File: config.mk
export PLATFORM = sky130hd
export DESIGN_NAME = pipe_hazard_ctrl
export DESIGN_NICKNAME = d
export VERILOG_FILES = /design/src/rtl/pipe_hazard_ctrl_pkg.sv /design/src/rtl/pipe_hazard_ctrl_loaduse_det.sv /design/src/rtl/pipe_hazard_ctrl.sv
export SDC_FILE = /design/constraint.sdc
export NUM_CORES = 1
export LEC_CHECK = 0
export BUFFER_PORTS_ARGS = -buffer_cell sky130_fd_sc_hd__buf_2
export CAP_MARGIN = 20
export CORE_MARGIN = 10
export CORE_UTILIZATION = 30
export CTS_BUF_LIST = sky130_fd_sc_hd__clkbuf_8
export DETAILED_ROUTE_END_ITERATION = 16
export PLACE_DENSITY = 0.6
export SYNTH_ARGS = -nofsm -noshare
export SYNTH_HDL_FRONTEND = slang
export SYNTH_SLANG_ARGS = --single-unit
export TNS_END_PERCENT = 30
File: constraint.sdc
create_clock -name clk -period 4.3 [get_ports clk]
set_clock_uncertainty 0.05 [all_clocks]
set_input_delay 0.86 -clock clk [delete_from_list [all_inputs] [get_ports clk]]
set_output_delay 0.86 -clock clk [all_outputs]
set_load 0.01 [all_outputs]
File: src/rtl/pipe_hazard_ctrl_pkg.sv
// Shared widths, FSM states and constants for the
// pipeline hazard control unit.
package pipe_hazard_ctrl_pkg;

    localparam int PC_WIDTH      = 32;
    localparam int REG_IDX_WIDTH = 5;

    localparam logic [PC_WIDTH-1:0] PC_INCR = PC_WIDTH'(4);

    typedef enum logic [1:0] {
        ST_RUN     = 2'd0,
        ST_MC_WAIT = 2'd1,
        ST_FLUSH   = 2'd2
    } state_e;

endpackage

File: src/rtl/pipe_hazard_ctrl_loaduse_det.sv
// Load-use hazard comparator: the EX load's rd is
// read by the instruction currently in ID.
module hazard_loaduse_det
    import pipe_hazard_ctrl_pkg::*;
(
    input  logic [REG_IDX_WIDTH-1:0] id_rs1_idx_i,
    input  logic                     id_rs1_ren_i,
    input  logic [REG_IDX_WIDTH-1:0] id_rs2_idx_i,
    input  logic                     id_rs2_ren_i,
    input  logic                     id_ex_valid_i,
    input  logic                     id_ex_is_load_i,
    input  logic [REG_IDX_WIDTH-1:0] id_ex_rd_idx_i,
    input  logic                     id_ex_rd_en_i,
    output logic                     loaduse_o
);

    logic w_ld_wr;
    logic w_rs1_hit;
    logic w_rs2_hit;

    // x0 is never a real dependency
    always_comb begin
        w_ld_wr   = id_ex_valid_i & id_ex_is_load_i & id_ex_rd_en_i
                  & (id_ex_rd_idx_i != '0);
        w_rs1_hit = id_rs1_ren_i & (id_rs1_idx_i == id_ex_rd_idx_i);
        w_rs2_hit = id_rs2_ren_i & (id_rs2_idx_i == id_ex_rd_idx_i);
        loaduse_o = w_ld_wr & (w_rs1_hit | w_rs2_hit);
    end

endmodule

File: src/rtl/pipe_hazard_ctrl.sv
// Stall/flush/redirect controller for IF/ID and ID/EX:
// load-use bubbles, mul/div hold with watchdog, mispredicts.
module pipe_hazard_ctrl
    import pipe_hazard_ctrl_pkg::*;
#(
    parameter int CNT_WIDTH  = 32,
    parameter int MC_TIMEOUT = 64
) (
    input  logic                     clk,
    input  logic                     rst_n,
    input  logic [REG_IDX_WIDTH-1:0] id_rs1_idx_i,
    input  logic                     id_rs1_ren_i,
    input  logic [REG_IDX_WIDTH-1:0] id_rs2_idx_i,
    input  logic                     id_rs2_ren_i,
    input  logic                     id_ex_valid_i,
    input  logic                     id_ex_is_load_i,
    input  logic [REG_IDX_WIDTH-1:0] id_ex_rd_idx_i,
    input  logic                     id_ex_rd_en_i,
    input  logic [PC_WIDTH-1:0]      id_ex_pc_i,
    input  logic                     id_ex_prdt_taken_i,
    input  logic                     ex_br_valid_i,
    input  logic                     ex_br_taken_i,
    input  logic [PC_WIDTH-1:0]      ex_br_target_i,
    input  logic                     ex_mc_start_i,
    input  logic                     ex_mc_done_i,
    output logic                     pc_stall_o,
    output logic                     if_id_stall_o,
    output logic                     id_ex_stall_o,
    output logic                     if_id_flush_o,
    output logic                     id_ex_flush_o,
    output logic                     redirect_valid_o,
    output logic [PC_WIDTH-1:0]      redirect_pc_o,
    output logic                     mc_timeout_o,
    output logic [CNT_WIDTH-1:0]     stall_cnt_o
);

    localparam int MCW = $clog2(MC_TIMEOUT);
    localparam logic [MCW-1:0] MC_LAST = MCW'(MC_TIMEOUT - 1);

    state_e           r_state;
    state_e           w_state_nxt;
    logic [MCW-1:0]   r_mc_cnt;
    logic [MCW-1:0]   w_mc_cnt_nxt;
    logic [CNT_WIDTH-1:0] r_stall_cnt;
    logic             w_loaduse;
    logic             w_mispredict;

    hazard_loaduse_det u_loaduse (
        .id_rs1_idx_i    (id_rs1_idx_i),
        .id_rs1_ren_i    (id_rs1_ren_i),
        .id_rs2_idx_i    (id_rs2_idx_i),
        .id_rs2_ren_i    (id_rs2_ren_i),
        .id_ex_valid_i   (id_ex_valid_i),
        .id_ex_is_load_i (id_ex_is_load_i),
        .id_ex_rd_idx_i  (id_ex_rd_idx_i),
        .id_ex_rd_en_i   (id_ex_rd_en_i),
        .loaduse_o       (w_loaduse)
    );

    assign w_mispredict = ex_br_valid_i
                        & (ex_br_taken_i != id_ex_prdt_taken_i);

    // State, watchdog counter and stall-cycle counter
    always_ff @(posedge clk or negedge rst_n) begin
        if (!rst_n) begin
            r_state     <= ST_RUN;
            r_mc_cnt    <= '0;
            r_stall_cnt <= '0;
        end else begin
            r_state  <= w_state_nxt;
            r_mc_cnt <= w_mc_cnt_nxt;
            if (if_id_stall_o)
                r_stall_cnt <= r_stall_cnt + CNT_WIDTH'(1);
        end
    end

    // Next state and zero-latency pipeline controls
    always_comb begin
        w_state_nxt      = r_state;
        w_mc_cnt_nxt     = r_mc_cnt;
        pc_stall_o       = 1'b0;
        if_id_stall_o    = 1'b0;
        id_ex_stall_o    = 1'b0;
        if_id_flush_o    = 1'b0;
        id_ex_flush_o    = 1'b0;
        redirect_valid_o = 1'b0;
        redirect_pc_o    = '0;
        mc_timeout_o     = 1'b0;
        if (rst_n) begin
            case (r_state)
                ST_RUN: begin
                    if (w_mispredict) begin
                        redirect_valid_o = 1'b1;
                        if_id_flush_o    = 1'b1;
                        id_ex_flush_o    = 1'b1;
                        redirect_pc_o    = ex_br_taken_i ? ex_br_target_i
                                         : id_ex_pc_i + PC_INCR;
                        w_state_nxt      = ST_FLUSH;
                    end else if (ex_mc_start_i) begin
                        pc_stall_o    = 1'b1;
                        if_id_stall_o = 1'b1;
                        id_ex_stall_o = 1'b1;
                        if (!ex_mc_done_i) begin
                            w_state_nxt  = ST_MC_WAIT;
                            w_mc_cnt_nxt = MCW'(1);
                        end
                    end else if (w_loaduse) begin
                        pc_stall_o    = 1'b1;
                        if_id_stall_o = 1'b1;
                        id_ex_flush_o = 1'b1;
                    end
                end
                ST_MC_WAIT: begin
                    if (ex_mc_done_i) begin
                        w_state_nxt = ST_RUN;
                    end else if (r_mc_cnt == MC_LAST) begin
                        mc_timeout_o = 1'b1;
                        w_state_nxt  = ST_RUN;
                    end else begin
                        pc_stall_o    = 1'b1;
                        if_id_stall_o = 1'b1;
                        id_ex_stall_o = 1'b1;
                        w_mc_cnt_nxt  = r_mc_cnt + MCW'(1);
                    end
                end
                ST_FLUSH: begin
                    if_id_flush_o = 1'b1;
                    w_state_nxt   = ST_RUN;
                end
                default: w_state_nxt = ST_RUN;
            endcase
        end
    end

    assign stall_cnt_o = r_stall_cnt;

endmodule

# Word level (Yosys, flattened, before mapping)

Cells that the tools add are included.

Flip-flop bits (word level): 40

Bitwise gates (word level): 8
Muxes and demuxes: 40
Reduce and logical (&&, ||, !) cells: 5
Eq/ne operators: 14
Add/subtract/negate cells: 3

Operators with widths:

| kind                                                | count |
|---|---|
| two-way mux 32 bit                                  | 4 |
| adder 32 x 1 -> 32 bit, second input constant       | 1 |
| adder 32 x 3 -> 32 bit, second input constant       | 1 |
| two-way mux 6 bit                                   | 5 |
| two-way mux 1 bit                                   | 21 |
| case mux 6 bit (2 select lines)                     | 1 |
| equality test 5 bit                                 | 2 |
| two-way mux 2 bit                                   | 5 |
| inequality test 2 bit, second input constant        | 5 |
| inequality test 3 bit, second input constant        | 3 |
| AND 1 bit                                           | 7 |
| AND reduction 7 bit                                 | 1 |
| adder 6 x 1 -> 6 bit, second input constant         | 1 |
| equality test 6 bit, second input constant          | 1 |
| case mux 1 bit (2 select lines)                     | 3 |
| nonzero test 5 bit                                  | 1 |
| case mux 2 bit (2 select lines)                     | 1 |
| AND reduction 4 bit                                 | 1 |
| equality test 2 x 1 -> 1 bit, second input constant | 1 |
| equality test 2 bit, second input constant          | 1 |
| zero test 2 bit                                     | 1 |
| nonzero test 2 bit                                  | 1 |
| inequality test 1 bit                               | 1 |
| bitwise OR 1 bit                                    | 1 |

# Depth between registers and ports, before layout

Gate-level depths: netlist of run 1.

Depth in word-level cells: 9
Gate-level depth with buffers: 8
Mapped depth without buffers: 7

# Modules after synthesis

From an unflattened synthesis of run 1, not the netlist that was laid out.

Cells, all modules: 362
Area total of the unflattened synthesis: 3121.7 um^2

Modules (own cells, without submodules):

| module             | seq. area each (um^2) | instances | cells each | area an instance (um^2) |
|---|---|---|---|---|
| pipe_hazard_ctrl   | 1001.0                | 1         | 345        | 2990.4 |
| hazard_loaduse_det | 0.0                   | 1         | 17         | 131.4 |

# Worst setup path after synthesis of run 1

Ideal clock, no wire load.

Path kind: input-to-output
Start: input port id_ex_pc_i[2]
End: output port redirect_pc_o[28]
Data arrival time: 2.318 ns
Stages: 7
Data required time: 3.390 ns
Buffers on the path: 0
Setup slack: 1.072 ns
Path through: ha_1 inv_1 or4_1 nor3_1 xor2_1 mux2i_1 nor2_1

Word-level cells in the longest chain between the ends: 5

Ends and longest elaborated chain:

| element                | RTL line               | RTL |
|---|---|---|
| start: declaration     | pipe_hazard_ctrl.sv:19 | `input logic [PC_WIDTH-1:0] id_ex_pc_i,` |
| adder 32 x 3 -> 32 bit | pipe_hazard_ctrl.sv:97 | `: id_ex_pc_i + PC_INCR;` |
| two-way mux 32 bit     | pipe_hazard_ctrl.sv:96 | `redirect_pc_o = ex_br_taken_i ? ex_br_target_i` |
| two-way mux 32 bit     | pipe_hazard_ctrl.sv:92 | `if (w_mispredict) begin` |
| two-way mux 32 bit     | pipe_hazard_ctrl.sv:90 | `case (r_state)` |
| two-way mux 32 bit     | pipe_hazard_ctrl.sv:89 | `if (rst_n) begin` |
| end: declaration       | pipe_hazard_ctrl.sv:32 | `output logic [PC_WIDTH-1:0] redirect_pc_o,` |

No other way between the ends.

# Worst setup path in the final report of run 1

Ends and elaborated chain as after synthesis.

==> results.cfg, run 1 <==
[synthesis]
synth-warning-count = 0
synth_xor_area_share_pct = 19.2
syn_nets = 482
syn_area_um2 = 3340
synth_area_per_cell_um2 = 8.60
synth_top_family_by_area = simple AND/OR/NAND/NOR gates
synth-seq-cells = 40
postSynthCellCount = 388
yosys_most_used_dff = dfrtp_1
synth-edff-count = 0
synthMuxAreaShare_pct = 5.14
async_flop_share_pct = 100
synth_compound_area_share_pct = 7.12
synth-adder-area-share_pct = 1.12
synthSimpleGateAreaFrac_pct = 32.7
ys_types = 50
seq_area_frac_synth_pct = 30.0

[drt]
wirelength_mm = 10.9
vias = 3295
drtPass1Iterations = 4
routedWlPerCell_um = 15.8
drt_iter0_markers = 235
viasPerCell = 4.80
drc = 0
ant_nets = 0

[floorplan]
core_area_um2 = 10900
dieArea_um2 = 15700
die_height_um = 125
floorplan.initialDensity_pct = 30.6
core.rowCount = 38
io_pins = 162
die_w_um = 125

[sta]
min_period_ns = 3.55
clock.fmax_mhz = 282
rsz0062_at_grt = false
relSlewSlack_pct = 41.8
worst_pin_slew_ns = 0.871
hold_viol_final = 0
fin_crit_sh_pct = 82.5
finalMaxSlewViolations = 0
setup_viol = 0
finalSetupTns_ns = 0

[global_routing]
grt.total_usage_pct = 13.2
grt_pass1_wl_mm = 17.6
antenna_found_initial = 2
grt_max_degree = 50
globalRouteOverflowTotal = 0
grt_pass1_vias = 3452

[cts]
clk_pin_slew_ns = 0.08
post_cts_buffers = 0
cts-root-buf = clkbuf_8
insertion_delay_ns = 0.29
cts_hold_repair.buffers = 0
clockBufferDepth = 2
cts_resized = 0
cts_made_buffers = 5
cts_sinks = 40
htree_levels = 2
cts_tree = built

[layout]
finalInstanceArea_um2 = 4380
layout-drive-gt1-share_pct = 36.9
final_cell_mix = 161 x buf_2, 53 x nor2_1, 40 x dfrtp_1
final_common_cell = buf_2
final_net_count = 638
area_delta_synth_final_pct = 31.2

[critical_path]
crit_arrival_ns = 2.64
rr_startpoint = stall_cnt_o[3]
r2r_cells = 6
r2r_slack_ns = 1.90
worstPathCellList = buf_2 -> ha_1 -> inv_1 -> or4_1 -> nor3_1 -> xor2_1 -> mux2i_1 -> nor2_1 -> buf_2
cp_common_cell = buf_2
r2r-end = stall_cnt_o[21]
cpPeakStageDelay_ns = 0.59
critPathMaxFanout = 4
cp_slowest_cell = or4_1
worst-path-buf-inv = 3
crit_required_ns = 3.39
crit_family = simple AND/OR/NAND/NOR gates
start_kind = input pin
end_kind = output port
path_class = in2out

[min_path]
min_path_type = reg2reg
min-delay-start = stall_cnt_o[31]
hold_path_depth = 1
hold_end = stall_cnt_o[31]

[power]
p_leak_nw = 2.22
peakVddDrop_mv = 0.141
report.power.total_w = 0.00117
power_density_nw_per_um2 = 268

[placed_design]
gp_congestion = 0.907
placed_area_um2 = 4260
port_buffers = 161
hpwl_mm = 8.98

[run]
cap_violations = 0

[outcome]
status = finished clean
## synth_stat cells (2+ instances only)
cell	count	share of area, %
xor2_1	37	9.7
nor2_1	53	6.0
dfrtp_1	40	30
ha_1	3	1.1
or4_1	2	0.45
nor3_1	13	1.9
o21a_1	5	1.1
nor3b_1	3	0.67
nand3_1	26	3.9
and3_1	9	1.7
xnor2_1	36	9.4
nand4_1	9	1.7
mux2i_1	16	4.8
nor4_1	3	0.56
nor3_2	3	0.90
and2_1	3	0.56
buf_6	4	1.3
clkbuf_1	11	1.2
a21oi_1	19	2.8
o21ai_0	4	0.60
or3_1	3	0.56
and4_1	3	0.79
nand2_1	27	3.0
inv_1	15	1.7
nor4_2	12	4.5
nand2b_1	3	0.56
nor4b_1	3	0.79
## metal layers
metal / GRT usage (%) / share of wire (%) / vias up
met5: 0 / 0 / -
met4: 2.78 / 1.0 / 0
met3: 5.53 / 9.2 / 8
met2: 22.2 / 49 / 110
met1: 15.4 / 40 / 1517
li1: - / - / 1660
## power by group
part / total, W / internal, W / leakage, nW / switching, W
clock: 0.000304 / 0.000172 / 0.0542 / 0.000132
combinational: 0.000380 / 0.000160 / 1.64 / 0.000220
sequential: 0.000488 / 0.000428 / 0.524 / 0.0000604
total: 0.00117 / 0.000759 / 2.22 / 0.000413
## sequential cells by signal, summed over array words and instances, names as in the netlist
signal and flops:
stall_cnt_o 32, r_mc_cnt 6, r_state 2
## logic make-up (layout without fill, tap and decap cells)
family | after synthesis | in the layout
xor gates and xnor gates | 73 | 73
and+or+nand+nor | 185 | 185
other | 0 | 2
muxes | 17 | 17
adders and majority gates | 3 | 3
buffers and inverters | 33 | 190
AOI/OAI and AO/OA | 37 | 37
DFF | 40 | 40
## how the worst max path moves through the flow
stage / slack [ns] / startpoint / endpoint / cells past startpoint
6_report: 0.75 / id_ex_pc_i[2] / redirect_pc_o[28] / 9
5_1_grt: 0.55 / id_ex_pc_i[2] / redirect_pc_o[28] / 9
4_1_cts: 0.73 / id_ex_pc_i[2] / redirect_pc_o[28] / 9
3_5_place_dp: 0.73 / id_ex_pc_i[2] / redirect_pc_o[28] / 9
3_3_place_gp: 0.76 / id_ex_pc_i[2] / redirect_pc_o[28] / 9
2_1_floorplan: 1.07 / id_ex_pc_i[2] / redirect_pc_o[28] / 7
## area by class of cell
type / count / area [um^2]
Sequential cell: 40 / 1000
Tap cell: 140 / 175
Antenna cell: 2 / 5.00
Clock buffer: 5 / 68.8
Inverter: 15 / 56.3
Clock inverter: 3 / 42.5
Fill cell: 1112 / 6510
Multi-Input combinational cell: 315 / 2180
Timing Repair Buffer: 167 / 851
## per-stage QoR
stage | cells | hold slack [ns] | util [%] | setup WS, ns
after global routing | 687 | 0.437 | 40.2 | 0.554
after global placement | 677 | 0.417 | 39.1 | 0.762
after CTS | 685 | 0.434 | 40.2 | 0.727
after floorplan | 388 | 0.443 | - | 1.07
final | 687 | 0.430 | 40.2 | 0.751
after detailed placement | 677 | 0.421 | 39.1 | 0.729
Power figures use the tool's default switching activity.
==> run 2: changes to the inputs <==
Clock period 4.3 ns to 3.55 ns, I/O delays scaled along.
==> results.cfg, run 2 (synthesized netlist as in run 1, its figures left out) <==
[outcome]
status = finished clean

[drt]
wirelength_mm = 11.1
drc = 0
viasPerCell = 4.94
drt_iter0_markers = 180
routedWlPerCell_um = 16.2
vias = 3398
drtPass1Iterations = 4
ant_nets = 0

[layout]
layout-drive-gt1-share_pct = 36.8
final_cell_mix = 161 x buf_2, 53 x nor2_1, 40 x dfrtp_1
finalInstanceArea_um2 = 4360
largest_reg_flops = 32
final_common_cell = buf_2
final_net_count = 640
area_delta_synth_final_pct = 30.6
fill_cells = 1130

[critical_path]
end_kind = output port
cp_slowest_cell = or4_1
worst-path-buf-inv = 3
crit_required_ns = 2.79
worstPathCellList = buf_2 -> ha_1 -> inv_1 -> or4_1 -> nor3_1 -> xor2_1 -> mux2i_1 -> nor2_1 -> buf_2
crit_arrival_ns = 2.53
path_class = in2out
start_kind = input pin
crit_family = simple AND/OR/NAND/NOR gates
cpPeakStageDelay_ns = 0.60
critPathMaxFanout = 4
cp_common_cell = buf_2

[cts]
cts_made_buffers = 5
cts_tree = built
cts_resized = 0
post_cts_buffers = 0
cts-root-buf = clkbuf_8
cts_sinks = 40
clk_pin_slew_ns = 0.08
clockBufferDepth = 2
htree_levels = 2
insertion_delay_ns = 0.29
cts_hold_repair.buffers = 0

[run]
cap_violations = 0

[sta]
fin_crit_sh_pct = 92.6
min_period_ns = 3.29
rsz0062_at_grt = false
setup_viol = 0
finalSetupTns_ns = 0
worst_pin_slew_ns = 0.607
relSlewSlack_pct = 59.4
clock.fmax_mhz = 304
hold_viol_final = 0
finalMaxSlewViolations = 0

[global_routing]
antenna_found_initial = 2
grt_pass1_vias = 3506
grt_pass1_wl_mm = 17.8
grt_max_degree = 50
grt.total_usage_pct = 13.4
globalRouteOverflowTotal = 0

[power]
power_density_nw_per_um2 = 309
p_leak_nw = 2.22
peakVddDrop_mv = 0.146

[placed_design]
port_buffers = 161
hpwl_mm = 9.12
gp_congestion = 0.917
placed_area_um2 = 4280

[min_path]
min_path_type = reg2reg

[floorplan]
die_height_um = 125
core.rowCount = 38
core_area_um2 = 10900
io_pins = 162
floorplan.initialDensity_pct = 30.6
dieArea_um2 = 15700
die_w_um = 125
## run 2: cell count changes in the layout (fill, tap and decap cells not counted)
cell / before / now
buf_4: 6 / 8
inv_1: 15 / 16
clkinvlp_4: 1 / 0
bufinv_16: 1 / 0
## run 2: layer usage
| metal | vias up | track usage, % | part of all wire, % |
|---|---|---|---|
| met5 | - | 0 | 0 |
| met3 | 21 | 5.20 | 8.8 |
| met1 | 1591 | 15.6 | 41 |
| met4 | 0 | 3.66 | 2.5 |
| met2 | 131 | 22.5 | 48 |
| li1 | 1655 | - | - |
## run 2: area by class of cell
cell class | instances | area, um^2 | area share (%)
Multi-Input combinational cell | 315 | 2180 | 50.0
Sequential cell | 40 | 1000 | 23.0
Timing Repair Buffer | 169 | 866 | 19.9
Tap cell | 140 | 175 | 4.02
Clock buffer | 5 | 68.8 | 1.58
Inverter | 15 | 56.3 | 1.29
Clock inverter | 2 | 8.76 | 0.201
Antenna cell | 2 | 5.00 | 0.115
## run 2: final timing paths
check                           startpoint                end  slack, ns  depth (start not counted)
min                        stall_cnt_o[31]    stall_cnt_o[31]       0.43                          1
min in group asynchronous            rst_n        r_mc_cnt[5]       0.52                          2
max in group asynchronous            rst_n    stall_cnt_o[16]       2.56                          2
max                          id_ex_pc_i[2]  redirect_pc_o[28]       0.26                          9
max reg2reg                 stall_cnt_o[3]    stall_cnt_o[21]       1.11                          6
min reg2reg                stall_cnt_o[31]    stall_cnt_o[31]       0.43                          1
## run 2: metrics by stage
stage	cells	setup WS [ns]	total power, W	util (%)	hold slack, ns
2_1_floorplan	388	0.622	0.000867	-	0.364
3_3_place_gp	679	0.314	0.00107	39.3	0.417
3_5_place_dp	679	0.252	0.00108	39.3	0.425
4_1_cts	686	0.253	0.00137	40.0	0.437
5_1_grt	688	0.101	0.00145	40.0	0.448
6_report	688	0.264	0.00135	40.0	0.428
## run 2: report_power, final
part,switching (W),internal [W],leakage [nW],total (W)
Clock,0.000153,0.000131,0.0452,0.000284
Combinational,0.000271,0.000198,1.65,0.000469
Sequential,0.0000756,0.000518,0.524,0.000594
